===== src/rtl/vga_timing_pkg.sv =====
// Shared timing constants and types for the 640x480@60 scan generator.
// Default geometry lives here; the top module can override it per instance.
package vga_timing_pkg;

    localparam int VGA_H_VISIBLE = 640;
    localparam int VGA_H_FP      = 16;
    localparam int VGA_H_SYNC    = 96;
    localparam int VGA_H_BP      = 48;
    localparam int VGA_H_TOTAL   = VGA_H_VISIBLE + VGA_H_FP + VGA_H_SYNC + VGA_H_BP;

    localparam int VGA_V_VISIBLE = 480;
    localparam int VGA_V_FP      = 10;
    localparam int VGA_V_SYNC    = 2;
    localparam int VGA_V_BP      = 33;
    localparam int VGA_V_TOTAL   = VGA_V_VISIBLE + VGA_V_FP + VGA_V_SYNC + VGA_V_BP;

    localparam int COORD_W = 10;
    localparam int ADDR_W  = 16;

    typedef logic [COORD_W-1:0] coord_t;
    typedef logic [ADDR_W-1:0]  sprite_addr_t;

    // Everything the colour stage sees, registered together so nothing skews.
    typedef struct packed {
        logic         hs_n;
        logic         vs_n;
        logic         blank_n;
        logic         frame_start;
        coord_t       x;
        coord_t       y;
        logic         is_logo;
        sprite_addr_t addr;
    } scan_out_t;

    localparam scan_out_t SCAN_RESET = '{
        hs_n: 1'b1, vs_n: 1'b1, blank_n: 1'b0, frame_start: 1'b0,
        x: '0, y: '0, is_logo: 1'b0, addr: '0
    };

endpackage


===== src/rtl/vga_scan_gen_if.sv =====
// Scan-generator output bundle plus the requested logo position.
// master = generator, slave = colour-mapping stage.
interface vga_scan_gen_if;
    import vga_timing_pkg::*;

    coord_t       logo_x;
    coord_t       logo_y;
    logic         pix_en;
    logic         VGA_HS;
    logic         VGA_VS;
    logic         blank_n;
    logic         frame_start;
    coord_t       DrawX;
    coord_t       DrawY;
    logic         is_logo;
    sprite_addr_t logo_address;

    modport master (
        input  logo_x, logo_y,
        output pix_en, VGA_HS, VGA_VS, blank_n, frame_start,
               DrawX, DrawY, is_logo, logo_address
    );

    modport slave (
        output logo_x, logo_y,
        input  pix_en, VGA_HS, VGA_VS, blank_n, frame_start,
               DrawX, DrawY, is_logo, logo_address
    );

endinterface


===== src/rtl/vga_axis_counter.sv =====
// One scan axis: counts 0..TOTAL-1 on each step and exposes the decode of the
// value it will hold after this edge, so the parent can register that decode.
module vga_axis_counter
    import vga_timing_pkg::*;
#(
    parameter int VISIBLE = 640,
    parameter int FP      = 16,
    parameter int SYNC    = 96,
    parameter int BP      = 48
) (
    input  logic   clk,
    input  logic   rst_n,
    input  logic   i_step,
    output logic   o_wrap,
    output coord_t o_count_next,
    output logic   o_sync_n_next,
    output logic   o_visible_next
);

    localparam int     TOTAL      = VISIBLE + FP + SYNC + BP;
    localparam coord_t LAST       = coord_t'(TOTAL - 1);
    localparam coord_t SYNC_START = coord_t'(VISIBLE + FP);
    localparam coord_t SYNC_END   = coord_t'(VISIBLE + FP + SYNC);
    localparam coord_t VIS_END    = coord_t'(VISIBLE);

    coord_t r_count;
    logic   w_last;

    always_comb begin
        // NOTE: every output gets a value before any branch, so no latch is inferred.
        w_last         = (r_count == LAST);
        o_wrap         = i_step && w_last;
        o_count_next   = r_count;
        if (i_step) begin
            o_count_next = w_last ? '0 : r_count + 1'b1;
        end
        o_sync_n_next  = !((o_count_next >= SYNC_START) && (o_count_next < SYNC_END));
        o_visible_next = (o_count_next < VIS_END);
    end

    always_ff @(posedge clk or negedge rst_n) begin
        // NOTE: state registers use <= so every flop samples pre-edge values.
        if (!rst_n) begin
            r_count <= '0;
        end else begin
            r_count <= o_count_next;
        end
    end

endmodule


===== src/rtl/vga_scan_gen.sv =====
// VGA pixel-timing and logo-window source: divider, H/V counters, and a single
// register stage holding sync, blank, coordinates and sprite address in lockstep.
module vga_scan_gen
    import vga_timing_pkg::*;
#(
    parameter int H_VISIBLE = VGA_H_VISIBLE,
    parameter int H_FP      = VGA_H_FP,
    parameter int H_SYNC    = VGA_H_SYNC,
    parameter int H_BP      = VGA_H_BP,
    parameter int V_VISIBLE = VGA_V_VISIBLE,
    parameter int V_FP      = VGA_V_FP,
    parameter int V_SYNC    = VGA_V_SYNC,
    parameter int V_BP      = VGA_V_BP,
    parameter int CLK_DIV   = 2,
    parameter int LOGO_W    = 128,
    parameter int LOGO_H    = 64
) (
    input  logic           Clk,
    input  logic           Reset_n,
    vga_scan_gen_if.master bus
);

    localparam int                 DIV_W    = (CLK_DIV > 1) ? $clog2(CLK_DIV) : 1;
    localparam logic [DIV_W-1:0]   DIV_LAST = DIV_W'(CLK_DIV - 1);

    logic [DIV_W-1:0] r_div;
    logic             r_pix_en;

    always_ff @(posedge Clk or negedge Reset_n) begin
        if (!Reset_n) begin
            r_div    <= '0;
            r_pix_en <= 1'b0;
        end else begin
            r_div    <= (r_div == DIV_LAST) ? '0 : r_div + 1'b1;
            r_pix_en <= (r_div == DIV_LAST);
        end
    end

    logic   w_h_wrap, w_hs_n_next, w_h_vis_next;
    logic   w_v_wrap, w_vs_n_next, w_v_vis_next;
    coord_t w_hc_next, w_vc_next;

    vga_axis_counter #(
        .VISIBLE (H_VISIBLE), .FP (H_FP), .SYNC (H_SYNC), .BP (H_BP)
    ) u_h_axis (
        .clk            (Clk),
        .rst_n          (Reset_n),
        .i_step         (r_pix_en),
        .o_wrap         (w_h_wrap),
        .o_count_next   (w_hc_next),
        .o_sync_n_next  (w_hs_n_next),
        .o_visible_next (w_h_vis_next)
    );

    vga_axis_counter #(
        .VISIBLE (V_VISIBLE), .FP (V_FP), .SYNC (V_SYNC), .BP (V_BP)
    ) u_v_axis (
        .clk            (Clk),
        .rst_n          (Reset_n),
        .i_step         (w_h_wrap),
        .o_wrap         (w_v_wrap),
        .o_count_next   (w_vc_next),
        .o_sync_n_next  (w_vs_n_next),
        .o_visible_next (w_v_vis_next)
    );

    // A vertical wrap is exactly the pixel-enable step onto (0,0).
    coord_t r_lx, r_ly;
    coord_t w_lx, w_ly;

    always_ff @(posedge Clk or negedge Reset_n) begin
        if (!Reset_n) begin
            r_lx <= '0;
            r_ly <= '0;
        end else if (w_v_wrap) begin
            r_lx <= bus.logo_x;
            r_ly <= bus.logo_y;
        end
    end

    // The frame's first pixel already uses the freshly sampled position, so a
    // whole frame is drawn against one window.
    assign w_lx = w_v_wrap ? bus.logo_x : r_lx;
    assign w_ly = w_v_wrap ? bus.logo_y : r_ly;

    logic [COORD_W:0] w_x_end, w_y_end;
    logic             w_inside, w_blank_n, w_is_logo;
    coord_t           w_dx, w_dy;
    scan_out_t        w_next, r_out;

    // 11-bit window ends keep a window hanging past 1023 from wrapping round.
    assign w_x_end   = {1'b0, w_lx} + (COORD_W+1)'(LOGO_W);
    assign w_y_end   = {1'b0, w_ly} + (COORD_W+1)'(LOGO_H);
    assign w_inside  = (w_hc_next >= w_lx) && ({1'b0, w_hc_next} < w_x_end) &&
                       (w_vc_next >= w_ly) && ({1'b0, w_vc_next} < w_y_end);
    assign w_blank_n = w_h_vis_next && w_v_vis_next;
    assign w_is_logo = w_inside && w_blank_n;
    assign w_dx      = w_hc_next - w_lx;
    assign w_dy      = w_vc_next - w_ly;

    always_comb begin
        w_next             = SCAN_RESET;
        w_next.hs_n        = w_hs_n_next;
        w_next.vs_n        = w_vs_n_next;
        w_next.blank_n     = w_blank_n;
        w_next.frame_start = w_v_wrap;
        w_next.x           = w_hc_next;
        w_next.y           = w_vc_next;
        w_next.is_logo     = w_is_logo;
        w_next.addr        = w_is_logo ? sprite_addr_t'(32'(w_dy) * LOGO_W + 32'(w_dx)) : '0;
    end

    always_ff @(posedge Clk or negedge Reset_n) begin
        if (!Reset_n) begin
            r_out <= SCAN_RESET;
        end else if (r_pix_en) begin
            r_out <= w_next;
        end
    end

    assign bus.pix_en       = r_pix_en;
    assign bus.VGA_HS       = r_out.hs_n;
    assign bus.VGA_VS       = r_out.vs_n;
    assign bus.blank_n      = r_out.blank_n;
    assign bus.frame_start  = r_out.frame_start;
    assign bus.DrawX        = r_out.x;
    assign bus.DrawY        = r_out.y;
    assign bus.is_logo      = r_out.is_logo;
    assign bus.logo_address = r_out.addr;

endmodule


===== src/flat_wrapper.sv =====
// flat-port wrapper written by rule: the top's interface ports become plain ports
module vga_scan_gen_flat import vga_timing_pkg::*;
#(
    parameter int H_VISIBLE = VGA_H_VISIBLE,
    parameter int H_FP      = VGA_H_FP,
    parameter int H_SYNC    = VGA_H_SYNC,
    parameter int H_BP      = VGA_H_BP,
    parameter int V_VISIBLE = VGA_V_VISIBLE,
    parameter int V_FP      = VGA_V_FP,
    parameter int V_SYNC    = VGA_V_SYNC,
    parameter int V_BP      = VGA_V_BP,
    parameter int CLK_DIV   = 2,
    parameter int LOGO_W    = 128,
    parameter int LOGO_H    = 64
)
  (Clk, Reset_n, bus_logo_x, bus_logo_y, bus_pix_en, bus_VGA_HS, bus_VGA_VS, bus_blank_n, bus_frame_start, bus_DrawX, bus_DrawY, bus_is_logo, bus_logo_address);
  vga_scan_gen_if bus_i ();
  input  logic Clk;
  input  logic Reset_n;
  input wire logic [$bits(bus_i.logo_x)-1:0] bus_logo_x;
  input wire logic [$bits(bus_i.logo_y)-1:0] bus_logo_y;
  output wire logic [$bits(bus_i.pix_en)-1:0] bus_pix_en;
  output wire logic [$bits(bus_i.VGA_HS)-1:0] bus_VGA_HS;
  output wire logic [$bits(bus_i.VGA_VS)-1:0] bus_VGA_VS;
  output wire logic [$bits(bus_i.blank_n)-1:0] bus_blank_n;
  output wire logic [$bits(bus_i.frame_start)-1:0] bus_frame_start;
  output wire logic [$bits(bus_i.DrawX)-1:0] bus_DrawX;
  output wire logic [$bits(bus_i.DrawY)-1:0] bus_DrawY;
  output wire logic [$bits(bus_i.is_logo)-1:0] bus_is_logo;
  output wire logic [$bits(bus_i.logo_address)-1:0] bus_logo_address;
  assign bus_i.logo_x = bus_logo_x;
  assign bus_i.logo_y = bus_logo_y;
  assign bus_pix_en = bus_i.pix_en;
  assign bus_VGA_HS = bus_i.VGA_HS;
  assign bus_VGA_VS = bus_i.VGA_VS;
  assign bus_blank_n = bus_i.blank_n;
  assign bus_frame_start = bus_i.frame_start;
  assign bus_DrawX = bus_i.DrawX;
  assign bus_DrawY = bus_i.DrawY;
  assign bus_is_logo = bus_i.is_logo;
  assign bus_logo_address = bus_i.logo_address;
  vga_scan_gen #(.H_VISIBLE(H_VISIBLE), .H_FP(H_FP), .H_SYNC(H_SYNC), .H_BP(H_BP), .V_VISIBLE(V_VISIBLE), .V_FP(V_FP), .V_SYNC(V_SYNC), .V_BP(V_BP), .CLK_DIV(CLK_DIV), .LOGO_W(LOGO_W), .LOGO_H(LOGO_H)) u_core (.Clk(Clk), .Reset_n(Reset_n), .bus(bus_i));
endmodule

===== config.mk =====
export PLATFORM = sky130hd
export DESIGN_NAME = vga_scan_gen_flat
export DESIGN_NICKNAME = d
export VERILOG_FILES = /design/src/rtl/vga_timing_pkg.sv /design/src/rtl/vga_scan_gen_if.sv /design/src/rtl/vga_axis_counter.sv /design/src/rtl/vga_scan_gen.sv /design/src/flat_wrapper.sv
export SDC_FILE = /design/constraint.sdc
export NUM_CORES = 1
export LEC_CHECK = 0
export BUFFER_PORTS_ARGS = -buffer_cell sky130_fd_sc_hd__buf_4
export CAP_MARGIN = 30
export CORE_ASPECT_RATIO = 1.25
export CORE_MARGIN = 3
export CORE_UTILIZATION = 28
export DETAILED_ROUTE_END_ITERATION = 12
export SLEW_MARGIN = 15
export SYNTH_ARGS = -nofsm -noshare
export SYNTH_HDL_FRONTEND = slang
export SYNTH_HIERARCHICAL = 1
export SYNTH_SLANG_ARGS = --single-unit

===== constraint.sdc =====
create_clock -name Clk -period 10.2 [get_ports Clk]
set_input_delay 1.53 -clock Clk [delete_from_list [all_inputs] [get_ports Clk]]
set_output_delay 1.53 -clock Clk [all_outputs]
set_load 0.02 [all_outputs]

==> impl_metrics.toml, run 1 <==
[sta]
slew_headroom_pct = 49.2
fin_skew_ns = 0.00741
setup_violations = 0
slew_viol_final = 0
finalCriticalPeriod_ns = 5.30
rsz0062_at_grt = "no"
tightest_slew_ns = 0.759
fmax_mhz = 189
finalCritPeriodShare_pct = 52.0
hold_viol = 0
setup_tns_ns = 0

[drt]
viasPerCell = 4.87
drc = 0
wl_per_cell_um = 15.7
drt_pre_antenna_iters = 7
num_vias = 3614
drt_iter0_markers = 204
finalWirelength_mm = 11.6
ant_nets = 0

[placement]
placed_area_mm2 = 0.00561
place.gp.congestion = 0.818
io_buffers = 63
post-dp-hpwl_mm = 8.87

[layout]
seq_area_mm2 = 0.00208
antenna_cells = 0
final_common_cell = "dfrtp_1"
nets = 577
layout_common_cells = "dfrtp_1 (81), buf_4 (65), inv_1 (38)"
area_growth_pct = 19.7
fillerInstances = 1716
drive_above_1_share_pct = 23.8
final_cell_area_mm2 = 0.00591
multi_input_area_mm2 = 0.00259

[status]
outcome = "finished clean"

[synth]
synth_seq_cells = 83
yosys_warnings = 6
synthesis.area_mm2 = 0.00494
synth.avg_cell_area_um2 = 10.8
async_flop_share_pct = 100
synth_nets = 518
yosysUniqueCellTypes = 71
syn_inst = 458
ys.flop_type = "dfrtp_1"
yosysSeqAreaShare_pct = 42.1
synth-edff-count = 0

[global_route]
grt_use_met1_pct = 16.0
top_usage_layer = "met2"
grtUsageMet2_pct = 20.6
grt_max_degree = 53
use_met3_pct = 2.63
antenna_found_initial = 0
grt_pass1_wl_mm = 19.5
grt_pass1_vias = 3736
grt_use_total_pct = 12.6
grt.overflow.total = 0

[cts]
worstSkewPairLatency_ns = 0.35
cts_made_buffers = 9
cts_setup_buffers = 0
cts_resized = 0
cts.path.max_buffers = 2
hold_buffers = 0
cts-root-buf = "clkbuf_16"
htreeDepth = 3
path_clk_slew_ns = 0.06
cts_sinks = 83
cts_tree = "built"

[die]
die_area_mm2 = 0.0193
rows = 53
die_x_um = 125
pin_count = 64
start_util_pct = 29.0
die_y_um = 154
coreArea_mm2 = 0.0170

[worst_setup_path]
cp_max_fo = 26
cp.required_ns = 10.43
critical_path_class = "flip-flop to flip-flop"
cp.arrival_ns = 5.53
start_kind = "flip-flop"
worstSetupEndpointType = "flip-flop"

[power]
seqPwrFrac_pct = 49.1
pwr_density_cell_mw_per_mm2 = 114
cellInternalPower_uw = 527
power_frac_comb_pct = 2.2
ir_drop_uv = 69.0
p_leak_uw = 0.00284
p_switching_uw = 144
clockPowerShare_pct = 48.7
netSwitchingFraction_pct = 21.5

[worst_hold_path]
hp-class = "flip-flop to flip-flop"

[run]
maxCapViolCount = 0
-- final timing paths --
kind,endpoint,cells after the start,startpoint,slack (ns)
setup / recovery,u_core/bus.logo_address[15]$_DFFE_PN0P_,18,u_core/u_h_axis/r_count[0]$_DFF_PN0_,4.90
hold / removal,u_core/bus.pix_en$_DFF_PN0_,0,u_core/r_div$_DFF_PN0_,0.38
setup reg to reg,u_core/bus.logo_address[15]$_DFFE_PN0P_,18,u_core/u_h_axis/r_count[0]$_DFF_PN0_,4.90
hold reg to reg,u_core/bus.pix_en$_DFF_PN0_,0,u_core/r_div$_DFF_PN0_,0.38
max in group asynchronous,u_core/r_ly[3]$_DFF_PN0_,2,Reset_n,8.48
min in group asynchronous,u_core/bus.DrawX[6]$_DFFE_PN0P_,1,Reset_n,1.12
-- per-stage QoR --
stage                     power [uW]  hold WS [ns]  setup slack (ns)  std cells  util, %
after global routing             696         0.391              4.40        742     34.7
after CTS                        681         0.378              4.90        742     34.7
after global placement           349         0.363              5.17        725     32.8
final                            671         0.376              4.90        742     34.7
after detailed placement         351         0.363              4.93        726     32.9
after floorplan                  336         0.354              5.06        458        -
-- routing by layer --
layer	vias up	routed length (um)	part of all wire, %
met5	-	0	0
met4	0	244	2.1
met3	17	426	3.7
met2	82	5640	48
met1	1758	5320	46
li1	1757	-	-
-- cell type report --
cell class	instances	area share [%]
Multi-Input combinational cell	317	43.9
Sequential cell	83	35.2
Timing Repair Buffer	66	8.73
Tap cell	220	4.66
Clock buffer	11	3.94
Inverter	40	2.54
Clock inverter	5	1.06
-- cell families (layout without fill, tap and decap cells) --
logic type      Yosys count  count (layout)  synth area share, %
buf+inv                  58             122                 5.37
fa+ha+maj                38              38                 10.1
simple gates            105             105                 12.6
flops                    83              83                 42.1
xor+xnor                 37              37                 6.72
compound gates           93              93                 13.5
mux                      44              44                 9.56
-- critical path, cell delays in order (launching register included) --
cell and delay [ns]:
dfrtp_1 0.41, ha_1 0.23, nand4_1 0.24, nor2_1 0.67, and2_4 0.57, mux2i_1 0.30, ha_1 0.33, a21o_1 0.22
a221o_1 0.33, a41o_1 0.24, a21o_1 0.18, a21oi_1 0.18, xnor2_1 0.09, ha_1 0.33, a21oi_1 0.10, nor3b_1 0.27
nand4_1 0.15, xnor2_1 0.15, a22o_1 0.20
-- cell usage after synthesis, drive strengths merged (2+ instances only) --
cell type	number	area, um2
o21a	2	15.0
xor2	13	114
inv	39	146
nand2	20	75.1
a22o	15	131
dfstp	2	52.6
dfrtp	81	2030
a21o	14	105
nor3	7	35.0
nor2b	3	21.3
o21ai	14	70.1
xnor2	24	218
and4	2	20.0
nand4	9	56.3
buf	13	96.3
nand3b	3	22.5
nor2	24	90.1
o2bb2ai	2	17.5
clkbuf	5	18.8
nand3	17	108
nor3b	2	15.0
fa	3	60.1
and2	4	27.5
o31ai	3	22.5
nor4b	3	47.5
nor4	3	33.8
mux2i	19	190
o22ai	3	18.8
o21ba	2	20.0
ha	35	438
a31oi	3	18.8
o211ai	2	15.0
and3	3	18.8
mux2	25	282
a21oi	19	98.9
a211oi	3	27.5
-- power by group through the flow --
stage,combinational [uW],clock [uW],sequential [uW]
final,14.7,327,329
after global routing,16.8,351,329
after CTS,15.5,336,329
after detailed placement,15.4,0,335
after global placement,14.0,0,335
after floorplan,0.174,0,335
-- state kept, by name (all words and copies together), names as in the netlist, 10 cells and up --
name,cells
u_core/bus.DrawX,10
u_core/bus.DrawY,10
u_core/bus.logo_address,16
u_core/r_lx,10
u_core/r_ly,10
u_core/u_h_axis/r_count,10
u_core/u_v_axis/r_count,10
No activity file was read; power rests on OpenSTA's default activity.
==> inputs of run 2 (changes only) <==
Clock period 10.2 ns to 4.3 ns, I/O delays scaled along.
==> impl_metrics.toml, run 2 (synthesis results as in run 1) <==
[drt]
drt_pre_antenna_iters = 4
wl_per_cell_um = 15.9
drt_iter0_markers = 258
finalWirelength_mm = 12.5
num_vias = 3836
viasPerCell = 4.91
drc = 0
ant_nets = 0

[status]
failed_checks = "setup timing"
outcome = "complete, but fails checks"

[placement]
io_buffers = 63
place.gp.congestion = 0.865
post-dp-hpwl_mm = 9.25

[die]
pin_count = 64
die_y_um = 154
rows = 53
die_x_um = 125
die_area_mm2 = 0.0193
coreArea_mm2 = 0.0170
start_util_pct = 29.0

[cts]
path_clk_slew_ns = 0.07
worstSkewPairLatency_ns = 0.35
cts_sinks = 83
cts.path.max_buffers = 2
htreeDepth = 3
cts-root-buf = "clkbuf_16"
cts_made_buffers = 9
cts_tree = "built"

[run]
maxCapViolCount = 0

[power]
p_leak_uw = 0.00306
seqPwrFrac_pct = 48.6
power_frac_comb_pct = 2.3
ir_drop_uv = 173
pwr_density_cell_mw_per_mm2 = 253
netSwitchingFraction_pct = 22.3
cellInternalPower_uw = 1250
p_switching_uw = 358
clockPowerShare_pct = 49.2

[global_route]
grt_pass1_wl_mm = 20.0
antenna_found_initial = 0
grt.overflow.total = 0
grt_max_degree = 54
grt_use_total_pct = 13.0
grt_pass1_vias = 3826

[layout]
area_growth_pct = 28.9
final_common_cell = "buf_4"
drive_above_1_share_pct = 34.0
antenna_cells = 0
fin_util_pct = 37.3
layout_common_cells = "buf_4 (101), dfrtp_1 (80), inv_1 (38)"
fillerInstances = 1669
largest_reg_flops = 16
nets = 617

[sta]
slew_headroom_pct = 52.1
fin_skew_ns = 0.0113
rsz0062_at_grt = "yes"
setup_violations = 1
hold_viol = 0
finalCriticalPeriod_ns = 4.34
fmax_mhz = 231
finalCritPeriodShare_pct = 101
setup_ws_ns = -0.0362
tightest_slew_ns = 0.713
setup_tns_ns = -0.0362
slew_viol_final = 0

[worst_setup_path]
cp.required_ns = 4.53
path_buf_inv = 0
worstSetupEndpointType = "flip-flop"
start_kind = "flip-flop"
critical_path_class = "flip-flop to flip-flop"
max_stage_delay_ns = 0.43
crit_family = "simple AND/OR/NAND/NOR gates"
cp_max_fo = 5
path_cells = "nor4b_2 -> nand3_1 -> nor4b_4 -> and2_4 -> mux2i_2 -> ha_1 -> and2_4 -> a221o_1 -> a41o_1 -> a21o_1 -> a21oi_2 -> xnor2_1 -> ha_1 -> a21oi_2 -> nor3b_2 -> nand4_1 -> xnor2_1 -> a22o_1"
slowest_stage = "dfrtp_1"
cp.arrival_ns = 4.57

[worst_hold_path]
hp-class = "input pin to asynchronous set/reset pin"
-- run 2: cell type report --
| class | instances | area [um2] | area share, % |
|---|---|---|---|
| clock buffers | 9 | 225 | 3.54 |
| clock inverters | 7 | 76.3 | 1.20 |
| inverters | 40 | 150 | 2.36 |
| multi-input cells | 319 | 2730 | 42.9 |
| flip-flops and latches | 83 | 2080 | 32.7 |
| well taps | 220 | 275 | 4.33 |
| repair buffers | 104 | 826 | 13.0 |
-- run 2: power groups by stage --
stage          combinational [uW]  sequential [uW]  clock (uW)
6_report                     36.2              781         790
5_1_grt                      41.1              780         849
2_1_floorplan               0.411              796           0
3_5_place_dp                 36.4              795           0
4_1_cts                      36.9              780         817
3_3_place_gp                 32.9              795           0
-- run 2: routing by layer --
metal  GRT usage (%)  share of wire [%]  vias up
li1                -                  -     1835
met1            16.9                 45     1885
met2            21.3                 49       95
met3            2.42                4.0       21
met4            5.27                2.2        0
met5               0                  0        -
-- run 2: final timing paths --
check	start	end	slack, ns	depth (start not counted)
max in group asynchronous	Reset_n	u_core/bus.VGA_VS$_DFFE_PN1P_	3.42	2
max	u_core/u_v_axis/r_count[8]$_DFF_PN0_	u_core/bus.logo_address[15]$_DFFE_PN0P_	-0.04	18
min reg2reg	u_core/r_div$_DFF_PN0_	u_core/bus.pix_en$_DFF_PN0_	0.38	0
min	Reset_n	u_core/bus.DrawX[0]$_DFFE_PN0P_	0.22	1
min in group Clk	u_core/r_div$_DFF_PN0_	u_core/bus.pix_en$_DFF_PN0_	0.38	0
max reg2reg	u_core/u_v_axis/r_count[8]$_DFF_PN0_	u_core/bus.logo_address[15]$_DFFE_PN0P_	-0.04	18
-- run 2: through the flow --
stage	area, um2	total power [uW]	instances	hold WS [ns]	setup WS (ns)
after floorplan	5000	796	458	0.349	-0.0988
after global placement	5760	828	743	0.363	0.125
after detailed placement	5790	832	744	0.364	-0.0404
after CTS	6170	1630	767	0.229	-0.0142
after global routing	6360	1670	782	0.247	-0.207
final	6360	1610	782	0.222	-0.0362
-- run 2: what timing repair did --
item,in CTS,in global routing
setup endpoints to repair,3,16
pin swaps,1,10
gates resized for setup,5,15
hold buffers,0,0
cloned,1,1
setup buffers,6,14
endpoints found under the hold margin,0,0
==> inputs of run 3 (changes only) <==
Settings changed: RECOVER_POWER from default to 25.
==> impl_metrics.toml, run 3 (synthesis results as in run 1) <==
[worst_setup_path]
critical_path_class = "flip-flop to flip-flop"
crit_family = "simple AND/OR/NAND/NOR gates"
rr_worst_depth = 18
worstReg2RegEnd = "u_core/bus.logo_address[15]$_DFFE_PN0P_"
cp.arrival_ns = 4.57
start_kind = "flip-flop"
max_stage_delay_ns = 0.43
rrSetupSlack_ns = -0.04
cp.required_ns = 4.54
worstSetupEndpointType = "flip-flop"
r2r-start = "u_core/u_v_axis/r_count[8]$_DFF_PN0_"
cp_max_fo = 5
path_buf_inv = 0
path_cells = "nor4b_2 -> nand3_1 -> nor4b_4 -> and2_4 -> mux2i_2 -> ha_1 -> and2_4 -> a221o_1 -> a41o_1 -> a21o_1 -> a21oi_2 -> xnor2_1 -> ha_1 -> a21oi_2 -> nor3b_2 -> nand4_1 -> xnor2_1 -> a22o_1"
slowest_stage = "dfrtp_1"

[sta]
fin_skew_ns = 0.0102
rsz0062_at_grt = "yes"
setup_violations = 1
finalCritPeriodShare_pct = 101
setup_ws_ns = -0.0386
finalCriticalPeriod_ns = 4.34
tightest_slew_ns = 1.62
setup_tns_ns = -0.0386
hold_viol = 0
slew_viol_final = 32
fmax_mhz = 230
slew_headroom_pct = -7.95

[power]
p_switching_uw = 359
netSwitchingFraction_pct = 22.4
clockPowerShare_pct = 49.3
pwr_density_cell_mw_per_mm2 = 253
ir_drop_uv = 174
power_frac_comb_pct = 2.0
seqPwrFrac_pct = 48.6
cellInternalPower_uw = 1250
p_leak_uw = 0.00305

[cts]
cts-root-buf = "clkbuf_16"
path_clk_slew_ns = 0.07
htreeDepth = 3
hold_buffers = 0
cts_made_buffers = 9
cts.path.max_buffers = 2
cts_tree = "built"
cts_sinks = 83
worstSkewPairLatency_ns = 0.35

[placement]
placed_area_mm2 = 0.00579
place_worst_setup_slack_ns = -0.0404
io_buffers = 63
place.gp.congestion = 0.865
post-dp-hpwl_mm = 9.25

[run]
maxCapViolCount = 1

[global_route]
antenna_found_initial = 0
grt_pass1_wl_mm = 20.0
grt_use_total_pct = 13.0
grt_max_degree = 54
grt_pass1_vias = 3826
grt.overflow.total = 0

[worst_hold_path]
hp-class = "flip-flop to flip-flop"
hold_depth = 0
hold-path-endpoint = "u_core/bus.pix_en$_DFF_PN0_"
min_from = "u_core/r_div$_DFF_PN0_"

[die]
rows = 53
pin_count = 64
die_x_um = 125
start_util_pct = 29.0
coreArea_mm2 = 0.0170
die_y_um = 154
die_area_mm2 = 0.0193

[drt]
finalWirelength_mm = 12.5
viasPerCell = 4.91
drt_pre_antenna_iters = 4
drc = 0
ant_nets = 0
num_vias = 3843
drt_iter0_markers = 259
wl_per_cell_um = 15.9

[layout]
antenna_cells = 0
seq_area_mm2 = 0.00208
nets = 617
layout_common_cells = "buf_4 (100), dfrtp_1 (80), inv_1 (38)"
fillerInstances = 1671
final_common_cell = "buf_4"
drive_above_1_share_pct = 33.8
area_growth_pct = 28.3
final_cell_area_mm2 = 0.00633
multi_input_area_mm2 = 0.00273
largest_reg_flops = 16

[status]
outcome = "complete, but fails checks"
failed_checks = "capacitance limit, slew limit, setup timing"
-- run 3: final cells by class --
type / count / share of cell area (%)
Multi-Input combinational cell: 319 / 43.1
Sequential cell: 83 / 32.8
Timing Repair Buffer: 104 / 12.6
Tap cell: 220 / 4.35
Clock buffer: 9 / 3.56
Inverter: 40 / 2.37
Clock inverter: 7 / 1.20
-- run 3: stage by stage --
step / total power, uW / util (%) / cells / hold slack (ns)
2_1_floorplan: 796 / - / 458 / 0.349
3_5_place_dp: 832 / 34.0 / 744 / 0.364
6_report: 1610 / 37.2 / 782 / 0.377
5_1_grt: 1670 / 37.2 / 782 / 0.396
3_3_place_gp: 828 / 33.8 / 743 / 0.363
4_1_cts: 1630 / 36.2 / 767 / 0.229
-- run 3: worst reg2reg max path, cell delays in order (launching register included) --
cell     delay [ns]
dfrtp_1        0.43
nor4b_2        0.27
nand3_1        0.16
nor4b_4        0.33
and2_4         0.28
mux2i_2        0.27
ha_1           0.29
and2_4         0.18
a221o_1        0.31
a41o_1         0.24
a21o_1         0.18
a21oi_2        0.13
xnor2_1        0.09
ha_1           0.34
a21oi_2        0.08
nor3b_2        0.19
nand4_1        0.12
xnor2_1        0.14
a22o_1         0.18
-- run 3: layer usage --
layer | vias up | part of all wire, % | track usage [%]
met3 | 20 | 3.8 | 2.42
met4 | 0 | 2.2 | 5.27
li1 | 1837 | - | -
met1 | 1896 | 45 | 16.9
met5 | - | 0 | 0
met2 | 90 | 49 | 21.3
-- run 3: timing repair --
item	in CTS	in global routing
setup endpoints to repair	3	16
cloned	1	1
setup buffers	6	14
resized for setup	5	15
pin swaps	1	10
-- run 3: how the worst max path moves through the flow --
| stage | startpoint | endpoint | slack, ns | cells after the start |
|---|---|---|---|---|
| 2_1_floorplan | u_core/u_h_axis/r_count[5]$_DFF_PN0_ | u_core/bus.logo_address[14]$_DFFE_PN0P_ | -0.1 | 23 |
| 3_3_place_gp | u_core/u_v_axis/r_count[5]$_DFF_PN0_ | u_core/bus.logo_address[14]$_DFFE_PN0P_ | 0.13 | 18 |
| 3_5_place_dp | u_core/u_v_axis/r_count[5]$_DFF_PN0_ | u_core/bus.logo_address[14]$_DFFE_PN0P_ | -0.04 | 18 |
| 4_1_cts | u_core/u_v_axis/r_count[5]$_DFF_PN0_ | u_core/bus.logo_address[15]$_DFFE_PN0P_ | -0.01 | 18 |
| 5_1_grt | u_core/u_v_axis/r_count[5]$_DFF_PN0_ | u_core/bus.logo_address[11]$_DFFE_PN0P_ | -0.21 | 19 |
| 6_report | u_core/u_v_axis/r_count[8]$_DFF_PN0_ | u_core/bus.logo_address[15]$_DFFE_PN0P_ | -0.04 | 18 |
-- run 3: power groups by stage --
stage / logic, uW / registers [uW] / clock network (uW)
final: 32.7 / 781 / 792
after floorplan: 0.411 / 796 / 0
after CTS: 36.9 / 780 / 817
after detailed placement: 36.4 / 795 / 0
after global placement: 32.9 / 795 / 0
after global routing: 37.8 / 780 / 849
